===== src/rtl/imem_access_arbiter.sv =====
// Arbitrates one single-port instruction memory between CPU fetch and a loader/debug port.
// Optional macro IMEM_RANGE_CHECK_EN flags addresses beyond the array instead of aliasing.
module imem_access_arbiter #(
    parameter int unsigned DEPTH_LOG2   = 6,
    parameter int unsigned STARVE_LIMIT = 4
) (
    input  logic                  clk,
    input  logic                  rst_n,
    input  logic                  f_req_valid,
    output logic                  f_req_ready,
    input  logic [31:0]           f_addr,
    output logic                  f_rsp_valid,
    output logic [31:0]           f_rsp_data,
    output logic                  f_rsp_err,
    input  logic                  ld_req_valid,
    output logic                  ld_req_ready,
    input  logic                  ld_we,
    input  logic [31:0]           ld_addr,
    input  logic [31:0]           ld_wdata,
    input  logic                  ld_lock,
    output logic                  ld_rsp_valid,
    output logic [31:0]           ld_rsp_data,
    output logic                  ld_rsp_err,
    output logic                  lock_active,
    output logic                  mem_en,
    output logic                  mem_we,
    output logic [DEPTH_LOG2-1:0] mem_addr,
    output logic [31:0]           mem_wdata,
    input  logic [31:0]           mem_rdata
);

    typedef enum logic {StArb, StLocked} state_e;

    localparam logic [3:0] StarveMax = 4'(STARVE_LIMIT);

    state_e      state_q;
    logic [3:0]  starve_cnt_q;
    logic        f_pend_q;
    logic        ld_pend_q;
    logic        err_q;
    logic        rd_q;

    logic        f_hs;
    logic        ld_hs;
    logic        any_hs;
    logic [31:0] sel_addr;
    logic        addr_bad;
    logic        unused_upper;

    always_comb begin
        f_req_ready  = 1'b0;
        ld_req_ready = 1'b0;
        if (state_q == StLocked) begin
            ld_req_ready = ld_req_valid;
        end else if (ld_req_valid && (!f_req_valid || starve_cnt_q == StarveMax)) begin
            ld_req_ready = 1'b1;
        end else begin
            f_req_ready = f_req_valid;
        end
    end

    assign f_hs     = f_req_valid & f_req_ready;
    assign ld_hs    = ld_req_valid & ld_req_ready;
    assign any_hs   = f_hs | ld_hs;
    assign sel_addr = ld_hs ? ld_addr : f_addr;

`ifdef IMEM_RANGE_CHECK_EN
    assign addr_bad = (|sel_addr[1:0]) | (|sel_addr[31:DEPTH_LOG2+2]);
`else
    assign addr_bad = |sel_addr[1:0];
`endif
    // Upper bits only matter when the range check is compiled in.
    assign unused_upper = ^sel_addr[31:DEPTH_LOG2+2];

    // A bad address still completes the handshake but never touches the array.
    assign mem_en    = any_hs & ~addr_bad;
    assign mem_we    = mem_en & ld_hs & ld_we;
    assign mem_addr  = sel_addr[DEPTH_LOG2+1:2];
    assign mem_wdata = ld_wdata;

    always_ff @(posedge clk or negedge rst_n) begin
        if (!rst_n) begin
            state_q      <= StArb;
            starve_cnt_q <= 4'd0;
            f_pend_q     <= 1'b0;
            ld_pend_q    <= 1'b0;
            err_q        <= 1'b0;
            rd_q         <= 1'b0;
        end else begin
            f_pend_q  <= f_hs;
            ld_pend_q <= ld_hs;
            err_q     <= any_hs & addr_bad;
            rd_q      <= mem_en & ~mem_we;

            if (!ld_req_valid || ld_req_ready) begin
                starve_cnt_q <= 4'd0;
            end else if (starve_cnt_q != StarveMax) begin
                starve_cnt_q <= starve_cnt_q + 4'd1;
            end

            case (state_q)
                StArb:    if (ld_lock)  state_q <= StLocked;
                StLocked: if (!ld_lock) state_q <= StArb;
                default:  state_q <= StArb;
            endcase
        end
    end

    assign lock_active  = (state_q == StLocked);
    assign f_rsp_valid  = f_pend_q;
    assign f_rsp_err    = f_pend_q & err_q;
    assign f_rsp_data   = (f_pend_q & rd_q) ? mem_rdata : 32'd0;
    assign ld_rsp_valid = ld_pend_q;
    assign ld_rsp_err   = ld_pend_q & err_q;
    assign ld_rsp_data  = (ld_pend_q & rd_q) ? mem_rdata : 32'd0;

endmodule


===== config.mk =====
export PLATFORM = sky130hd
export DESIGN_NAME = imem_access_arbiter
export DESIGN_NICKNAME = d
export VERILOG_FILES = /design/src/rtl/imem_access_arbiter.sv
export SDC_FILE = /design/constraint.sdc
export NUM_CORES = 1
export LEC_CHECK = 0
export ABC_CLOCK_PERIOD_IN_PS = 2650
export CAP_MARGIN = 20
export CORE_AREA = 2 2 95 97
export CTS_CLUSTER_DIAMETER = 30
export DETAILED_ROUTE_END_ITERATION = 6
export DIE_AREA = 0 0 97 99
export GPL_TIMING_DRIVEN = 0
export HOLD_SLACK_MARGIN = 0.15
export SETUP_SLACK_MARGIN = 0.3
export SYNTH_ARGS = -nofsm -noshare
export SYNTH_HDL_FRONTEND = slang
export SYNTH_SLANG_ARGS = --single-unit
export TNS_END_PERCENT = 1

===== constraint.sdc =====
create_clock -name clk -period 2.65 [get_ports clk]
set_input_delay 0.6625 -clock clk [delete_from_list [all_inputs] [get_ports clk]]
set_output_delay 0.6625 -clock clk [all_outputs]
set_load 0.1 [all_outputs]

==> impl_results.md <==
* Worst VDD drop at 0.247 mV
* Hold Path Class: register to register
* DR vias/cell at 4.08
* Syn nets at 295
* Final number of hold-violating endpoints at 0
* DRT Wirelength at 6.84 mm
* Status: completed
* Sequential fraction of the synthesis area at 18.1%
* Gr ovfl total at 0
* Fin crit period at 2.59 ns
* Synth cell types at 27
* Final Skew at 0.00160 ns
* Yosys top cell by area: and3_1
* Worst endpoint required time at 1.99 ns
* Design area at 0.00305 mm^2
* Top cells by area, synth: and3_1 32%, buf_4 19%, dfrtp_1 18%
* Worst-skew pair later-pin latency at 0.23 ns
* WP buf/inv at 1
* Die Wd at 97 um
* Crit end category: primary output
* Syn_area_per_cell at 7.81 um^2
* Met1 usage at 16.6%
* Hold buffers post-CTS at 0
* Core Rows at 34
* YS warnings at 0
* Worst path top cell family by delay: buffers and inverters
* Initial antenna violation count at 0
* Vias in the first global route at 1738
* Achievable Freq at 387 MHz
* Worst path max stage delay at 1.19 ns
* Num CTS Buffers at 3
* Mapped Cells at 159
* Met2 global-route usage at 20.9%
* Synthesized area at 0.00124 mm^2
* Antenna Violating Nets Remaining at 0
* Slowest CP cell: clkdlybuf4s50_1
* H-tree levels at 1
* Die height at 99 um
* Area fraction of the dominant cell type after synthesis at 32.3%
* CTS sink count at 9
* Max Slew Vio Count at 0
* Die ar. at 0.00960 mm^2
* I/O pin total at 245
* PD cells at 336 mW/mm^2
* Startpoint Class: register
* Worst EP arrival at 1.92 ns
* Drt wl/cell at 15.6 um
* Number of synthesized register bits at 9
* Busiest grt layer: met2
* Final setup viols at 0
* Relative max-transition margin at 33.9%
* Global-route usage over all layers at 13.1%
* TritonCTS clock tree: yes
* Clock root buffer: clkbuf_8
* Routed via count at 1788
* Share of cells above drive strength 1 at 63.9%
* Category of the critical setup timing path: register to primary output
* Max Cap Viol at 0
* Inserted Diodes at 0
* Ys async rst share at 100%
* Port bufs at 163
* Pin count of the biggest net entering global routing at 11
* Final Wtd Congestion at 0.790
* Worst Tran Pin Value at 0.989 ns
* Placed inst area at 0.00311 mm^2
* RSZ-0062 raised after global routing: true
* Layout area overhead at 145%
* Routing usage on met3 at 6.45%
* Clk buf depth at 2
* Clock transition at path regs at 0.04 ns
* Post-synth EDFFs at 0
* Cells along the critical path: clkdlybuf4s50_1
* Initial core utilization at 14.5%
* Drt first pass iters at 4
* Crit share post-route at 97.6%
* Leak at 1.64 nW
* DRC violations left at 0
* DR iter-0 viols at 13
* DPL Wire Length at 5.65 mm
* Final Power at 1.02 mW
* Worst-path fanout max at 7
* Core area at 0.00855 mm^2
* Ys flop type: dfrtp_1
* Global-route wire length before repair at 10.2 mm
* Post-layout nets at 467
==> cell usage after synthesis (all sizes together), types with 2 or more instances <==
cell     n
and3    64
buf     34
clkbuf  13
dfrtp    9
mux2     6
inv      5
nor2     4
o21ai    4
a21oi    2
and2     2
ha       2
nand3    2
==> through the flow <==
stage / util [%] / setup slack (ns) / TNS [ns] / hold slack (ns) / cells
3_3_place_gp: 36.4 / -0.968 / -37.75 / 0.475 / 430
2_1_floorplan: - / 0.108 / 0 / 0.367 / 159
3_5_place_dp: 36.4 / -0.989 / -38.93 / 0.480 / 430
6_report: 35.6 / 0.0636 / 0 / 0.528 / 438
5_1_grt: 35.6 / -0.0167 / -0.0460 / 0.571 / 438
4_1_cts: 34.1 / 0.0359 / 0 / 0.530 / 437
==> path summary, 6_finish.rpt <==
path / from / cells past startpoint / slack, ns / endpoint
worst max-delay path: f_rsp_valid / 1 / 0.06 / f_rsp_valid
worst min-delay path: starve_cnt_q[0] / 2 / 0.53 / starve_cnt_q[0]
worst max register to register: starve_cnt_q[1] / 7 / 1.06 / rd_q
worst min register to register: starve_cnt_q[0] / 2 / 0.53 / starve_cnt_q[0]
max in group asynchronous: rst_n / 1 / 1.61 / lock_active
min in group asynchronous: rst_n / 1 / 0.73 / lock_active
==> state kept, by name (all words and copies together), names as in the netlist <==
name / flops
lock_active: 1
rd_q: 1
starve_cnt_q: 4
err_q: 1
ld_rsp_valid: 1
f_rsp_valid: 1
==> where the power goes <==
part	switching, mW	total (mW)	internal, mW
sequential	0.00586	0.150	0.144
clock	0.0508	0.155	0.105
combinational	0.493	0.718	0.225
total	0.550	1.02	0.473
==> area by class of cell <==
type	count	area [um^2]
Buffer	47	327
Clock buffer	4	45.0
Fill cell	906	5510
Inverter	5	18.8
Multi-Input combinational cell	98	801
Sequential cell	9	229
Tap cell	108	135
Timing Repair Buffer	167	1490
==> placed cells by master (no fill, tap or decap), types with 2 or more instances in the layout <==
master / n
and2_2: 2
and3_1: 5
and3_2: 59
buf_12: 6
buf_2: 30
buf_4: 45
buf_6: 2
clkbuf_1: 2
clkbuf_2: 12
clkbuf_4: 29
clkbuf_8: 3
clkdlybuf4s15_2: 6
clkdlybuf4s50_1: 80
dfrtp_1: 8
inv_1: 5
mux2_4: 5
nand3_1: 2
nor2_1: 4
o21ai_4: 2
==> layer usage <==
layer / wire length [um] / share of wire, %
met1: 2860 / 42
met3: 859 / 13
met2: 3070 / 45
met5: 0 / 0
met4: 53 / 0.77
==> repair_timing <==
| item | 4_1_cts | 5_1_grt |
|---|---|---|
| resized for setup | 392 | 69 |
| endpoints found under the setup margin | 111 | 111 |
| setup buffers | 3 | 1 |
| pin swaps | 0 | 2 |
==> kinds of logic (layout without fill, tap and decap cells) <==
family          after synthesis  after routing  share of synthesized area, %
fa+ha+maj                     2              2                          2.02
compound gates               10             10                          5.65
flops                         9              9                          18.1
buf+inv                      52            223                          26.6
mux                           6              6                          6.96
simple gates                 78             78                          39.2
xor+xnor                      2              2                          1.41
==> worst register-to-register path: stages, from the launching register on <==
cell	delay (ns)
dfrtp_1	0.39
inv_1	0.06
ha_2	0.17
and3b_2	0.28
o21ai_4	0.09
buf_6	0.14
buf_4	0.15
o31ai_1	0.21
Power figures use the tool's default switching activity.
==> edit 1: new RTL, config.mk and constraints unchanged <==
Put a register stage on the outputs `f_rsp_err` and `ld_rsp_err`. The values now appear one clock later. The other outputs are not delayed to match.
--- a/src/rtl/imem_access_arbiter.sv
+++ b/src/rtl/imem_access_arbiter.sv
@@ -109,8 +109,10 @@
     assign lock_active  = (state_q == StLocked);
     assign f_rsp_valid  = f_pend_q;
-    assign f_rsp_err    = f_pend_q & err_q;
     assign f_rsp_data   = (f_pend_q & rd_q) ? mem_rdata : 32'd0;
     assign ld_rsp_valid = ld_pend_q;
-    assign ld_rsp_err   = ld_pend_q & err_q;
+    always_ff @(posedge clk) begin
+        f_rsp_err  <= f_pend_q & err_q;
+        ld_rsp_err <= ld_pend_q & err_q;
+    end
     assign ld_rsp_data  = (ld_pend_q & rd_q) ? mem_rdata : 32'd0;
 
Behaviour: not the same (a bounded check fails within 4 cycles, from zero or initial values and one cycle with rst_n low).
==> edit 1 against the unedited design <==
- die area is the same
- worst setup slack better by 0.019 ns
- area after synthesis is 3.2% higher
- power is 3.3% higher
- design area is 1.4% lower
- sequential cell count is 2 higher
- critical path depth increased by 6
- non-clock buffer count increased by 1
- routed wire length shrank 9.0%
- critical endpoint is now mem_addr[3]
- largest cell class unchanged
==> edit 1: results (changes against the unedited design) <==
Power
  – Peak supply drop: 0.183 mV (-26%)
  – Static leakage: 0.00163 uW (-0.71%)

Status
  – Run status: finished clean

Synth
  – Top cells by area in the synthesized netlist: and3_1 31%, buf_4 19%, dfrtp_1 18%
  – Yosys cell types: 28 (+3.7%)
  – Synthesized area divided by synthesized cell count: 7.96 um2 (+1.9%)
  – Top cell types by occurrence after synthesis: 64 x and3_1, 32 x buf_4, 13 x clkbuf_1
  – Post-synthesis async set-or-reset flop share: 81.8% (-18 points)
  – Net count after synthesis: 297 (+0.68%)
  – Synthesis warning total: 0 (unchanged)
  – Share of the yosys chip area belonging to registers: 20.7% (+2.6 points)
  – Ys flop type: dfrtp_1

Placed design
  – Port Buf Inserts: 163 (unchanged)
  – Pre-CTS WS: -1.01 ns (-0.0189 ns)
  – Post-detailed-placement half-perimeter wirelength: 5150 um (-8.9%)
  – Placer's final routability congestion estimate: 0.730 (-7.6%)
  – Placed cells: 432 (+0.47%)
  – Placed cell area: 3150 um2 (+1.2%)

Layout
  – Register ranked first by flip-flop count: starve_cnt_q
  – Net count of the finished layout: 470 (+0.64%)
  – Max FFs per register: 4 (unchanged)
  – Share of final-layout standard cells stronger than drive strength 1: 58.6% (-5.4 points)

Timing
  – Relative slew slack: 33.4% (-0.44 points)
  – Final setup skew: 0.00417 ns (+0.00257 ns)

Setup path
  – Delay of the slowest cell on the worst path: 0.36 ns (-0.83 ns)
  – Data arrival time of the worst path: 1.90 ns (-0.02 ns)
  – CP max FO: 7 (unchanged)
  – Library cell contributing the largest single delay on the critical path: dfrtp_1

Global route
  – Total congestion overflow after global routing: 0 (unchanged)
  – Initial antenna violation count: 0 (unchanged)
  – Total track usage: 11.6% (-1.5 points)
  – Number of global-route vias before repair: 1756 (+1.0%)
  – Wire length of the first global-routing pass: 9270 um (-8.8%)
  – Pin count of the biggest net entering global routing: 11 (unchanged)

Route
  – Count of TritonRoute iterations in the first routing pass: 3 (-1)
  – WL met2: 3240 um (+5.7%)
  – Met3 wire length: 437 um (-49%)
  – Met1 layer wirelength in the final routing: 2540 um (-11%)
  – Detailed Route WL: 6230 um (-9.0%)
  – 1st-iter DRT viols: 24 (+11)
  – Average detailed-routed wire length per instance: 14.1 um (-9.6%)
  – Number of vias per cell: 4.02 (-1.6%)

Clock network
  – Clock-pin slew of the registers on the worst-case setup and hold paths: 0.05 ns
-- edit 1: changes by cell type after synthesis, sizes merged --
cell / change
dfxtp: +2
-- edit 1: cells by family (layout without fill, tap and decap cells) --
kind of cell | Yosys count | after routing | synth area share, %
xor gates and xnor gates | 2 | 2 | 1.37
muxes | 6 | 6 | 6.74
and+or+nand+nor | 78 | 78 | 38.0
DFF | 11 | 11 | 20.7
buffers and inverters | 52 | 224 | 25.8
adders and majority gates | 2 | 2 | 1.95
AOI/OAI and AO/OA | 10 | 10 | 5.47
-- edit 1: timing repair --
item | in CTS | in global routing
endpoints found under the setup margin | 111 | 111
resized for setup | 393 | 11
pin swaps | 0 | 2
setup buffers | 4 | 1
-- edit 1: critical path, delay by kind of cell, from the launching register on --
kind            cells  cell delay [ns]
buf+inv             3             0.40
simple gates        1             0.26
mux                 1             0.31
compound gates      1             0.18
fa+ha+maj           1             0.15
flops               1             0.36
-- edit 1: metal layers --
metal,GRT usage (%),vias up
li1,-,869
met1,13.9,806
met2,22.2,95
met3,2.34,2
met4,0.975,0
met5,0,-
-- edit 1: where the power goes --
| part | switching, uW | internal (uW) |
|---|---|---|
| clock network | 67.3 | 106 |
| registers | 6.65 | 176 |
| logic | 485 | 216 |
| total | 559 | 498 |
-- edit 1: path summary, 6_finish.rpt --
| path | startpoint | depth (start not counted) | slack [ns] | to |
|---|---|---|---|---|
| worst min-delay path | err_q | 1 | 0.48 | ld_rsp_err |
| min in group asynchronous | rst_n | 1 | 0.72 | lock_active |
| worst max-delay path | starve_cnt_q[1] | 7 | 0.08 | mem_addr[3] |
| worst max register to register | starve_cnt_q[1] | 8 | 0.96 | rd_q |
| max in group asynchronous | rst_n | 1 | 1.61 | lock_active |
| worst min register to register | err_q | 1 | 0.48 | ld_rsp_err |
-- edit 1: stage by stage --
step	hold WS (ns)	total power, uW	util [%]	setup TNS [ns]
floorplan	0.367	681	-	0
global placement	0.457	880	36.9	-37.25
finish	0.476	1060	35.1	0
CTS	0.478	1060	34.8	0
global route	0.511	1090	35.1	0
detailed placement	0.464	884	36.9	-37.86
-- edit 1: final cells by class --
| cell class | count | area (um2) |
|---|---|---|
| Fill cell | 942 | 5550 |
| Timing Repair Buffer | 168 | 1420 |
| Multi-Input combinational cell | 98 | 806 |
| Buffer | 47 | 314 |
| Sequential cell | 11 | 269 |
| Tap cell | 108 | 135 |
| Clock buffer | 4 | 45.0 |
| Inverter | 5 | 18.8 |
==> edit 2: new RTL, same flow settings <==
Made on the original files. `DEPTH_LOG2`: 6 -> 7.
--- a/src/rtl/imem_access_arbiter.sv
+++ b/src/rtl/imem_access_arbiter.sv
@@ -2,5 +2,5 @@
 // Optional macro IMEM_RANGE_CHECK_EN flags addresses beyond the array instead of aliasing.
 module imem_access_arbiter #(
-    parameter int unsigned DEPTH_LOG2   = 6,
+    parameter int unsigned DEPTH_LOG2   = 7,
     parameter int unsigned STARVE_LIMIT = 4
 ) (
Ports: changed (resized mem_addr); port bits go from 245 to 246. The function was not compared with the original's and may differ.
==> edit 2 against the unedited design <==
- count of clock-buffer cells in the layout did not move
- design area shrank 1.2%
- worst setup slack better by 0.046 ns
- maximum frequency up 1.8%
- area after synthesis grew 0.30%
- power rose by 0.14%
- clock skew is 0.0042 ns higher
- routed wire length fell by 6.6%
- cell count rose by 0.91%
- combinational power hardly changed
- non-clock buffer count up 3
- sequential cell count is the same
==> edit 2: results (changes against the unedited design) <==
Setup path
  – End point of the critical path: mem_addr[3]
  – Reg2reg path depth: 7 (unchanged)
  – Worst R2R End: rd_q
  – Flop-to-flop setup slack: 1.10 ns (+0.04 ns)
  – CP max FO: 8 (+1)
  – Data arrival time of the worst path: 1.88 ns (-0.04 ns)

Global route
  – Total track usage: 12.2% (-0.89 points)
  – Number of global-route vias before repair: 1815 (+4.4%)
  – Initial antenna violation count: 0 (unchanged)
  – Wire length of the first global-routing pass: 9560 um (-5.9%)

Synth
  – Share of the yosys chip area belonging to registers: 18.1% (-0.055 points)
  – Synthesis warning total: 0 (unchanged)
  – Top cell types by occurrence after synthesis: 64 x and3_1, 32 x buf_4, 13 x clkbuf_1
  – Top cells by area in the synthesized netlist: and3_1 32%, buf_4 19%, dfrtp_1 18%
  – Yosys cell types: 29 (+7.4%)
  – Net count after synthesis: 296 (+0.34%)
  – Mapped Cells: 160 (+0.63%)
  – Post-synthesis async set-or-reset flop share: 100% (unchanged)

Route
  – Average detailed-routed wire length per instance: 14.5 um (-7.4%)
  – 1st-iter DRT viols: 16 (+3)
  – Count of TritonRoute iterations in the first routing pass: 3 (-1)
  – Number of vias per cell: 4.03 (-1.2%)

Layout
  – Net count of the finished layout: 471 (+0.86%)
  – Register ranked first by flip-flop count: starve_cnt_q
  – Antenna diodes: 0 (unchanged)
  – Share of final-layout standard cells stronger than drive strength 1: 59.0% (-5.0 points)
  – Final std cells w/o fill: 442 (+0.91%)
  – Fill cell total of the finished layout: 925 (+2.1%)

Clock network
  – Number of buffers on the longest clock path: 2 (unchanged)
  – # H-tree levels: 1 (unchanged)
  – Root Driver: clkbuf_8
  – Cts bufs inserted: 3 (unchanged)

Placed design
  – Port Buf Inserts: 166 (+1.8%)
  – Placed cells: 434 (+0.93%)
  – Placer's final routability congestion estimate: 0.781 (-1.2%)
  – Post-detailed-placement half-perimeter wirelength: 5390 um (-4.6%)

Power
  – Static leakage: 0.00162 uW (-1.2%)
  – Peak supply drop: 0.307 mV (+24%)

Timing
  – Final setup skew: 0.00584 ns (+0.00423 ns)
  – Transition time at the pin with the least slew margin: 0.988 ns (-0.00115 ns)

Status
  – Run status: finished clean
-- edit 2: cell count changes in the layout (fill, tap and decap cells not counted), sizes merged --
cell,change
dlygate4sd2,+1
clkbuf,-28
clkdlybuf4s15,-1
mux2,+1
clkdlybuf4s50,+7
buf,+24
clkdlybuf4s18,+1
dlymetal6s2s,-1
-- edit 2: worst min path at each step --
| stage | to | slack (ns) | from | cells past startpoint |
|---|---|---|---|---|
| 2_1_floorplan | err_q | 0.37 | rst_n | 0 |
| 4_1_cts | starve_cnt_q[0] | 0.54 | starve_cnt_q[0] | 2 |
| 3_3_place_gp | starve_cnt_q[0] | 0.48 | starve_cnt_q[0] | 1 |
| 5_1_grt | starve_cnt_q[0] | 0.56 | starve_cnt_q[0] | 2 |
| 6_report | starve_cnt_q[0] | 0.53 | starve_cnt_q[0] | 2 |
| 3_5_place_dp | starve_cnt_q[0] | 0.50 | starve_cnt_q[0] | 1 |
-- edit 2: logic make-up after synthesis --
kind of cell / synth area share, %
multiplexers: 7.84
flip-flops: 18.1
AND/OR/NAND/NOR: 38.7
XOR/XNOR: 1.41
buffers and inverters: 26.0
adder cells (fa/ha/maj): 2.01
AO/OA/AOI/OAI: 5.93
-- edit 2: layout make-up --
class | instances | share of cell area (%)
plain buffers | 47 | 10.3
clock buffers | 4 | 1.50
inverters | 5 | 0.623
multi-input cells | 99 | 26.8
flip-flops and latches | 9 | 7.61
well taps | 108 | 4.49
repair buffers | 170 | 48.7
-- edit 2: critical path: stages (launching register included) --
cell	delay, ns
dfrtp_1	0.34
inv_1	0.05
ha_2	0.18
and3b_2	0.25
o21ai_4	0.18
buf_8	0.17
mux2_4	0.32
buf_12	0.17
-- edit 2: routing by layer --
metal | share of wire [%] | up-vias | track usage, %
met1 | 40 | 809 | 14.5
met3 | 8.9 | 0 | 3.83
met2 | 51 | 102 | 22.8
met5 | 0 | - | 0
met4 | 0 | 0 | 0.325
li1 | - | 872 | -
-- edit 2: power breakdown --
group	internal (uW)	switching (uW)	total [uW]
Combinational	220	497	717
Clock	105	53.1	158
Sequential	144	5.90	150
-- edit 2: per-stage QoR --
step | setup WS (ns) | TNS (ns) | area (um2) | util (%) | total power, uW
finish | 0.109 | 0 | 3010 | 35.2 | 1020
global route | 0.0277 | 0 | 3010 | 35.2 | 1060
CTS | 0.0347 | 0 | 3000 | 35.1 | 1030
detailed placement | -1.02 | -39.78 | 3150 | 36.8 | 869
global placement | -0.998 | -39.06 | 3150 | 36.8 | 864
floorplan | 0.108 | 0 | 1350 | - | 658
-- edit 2: repair_timing --
action	CTS	global route
endpoints found under the setup margin	112	112
pin swaps	1	2
resized for setup	415	9
buffers inserted	4	0
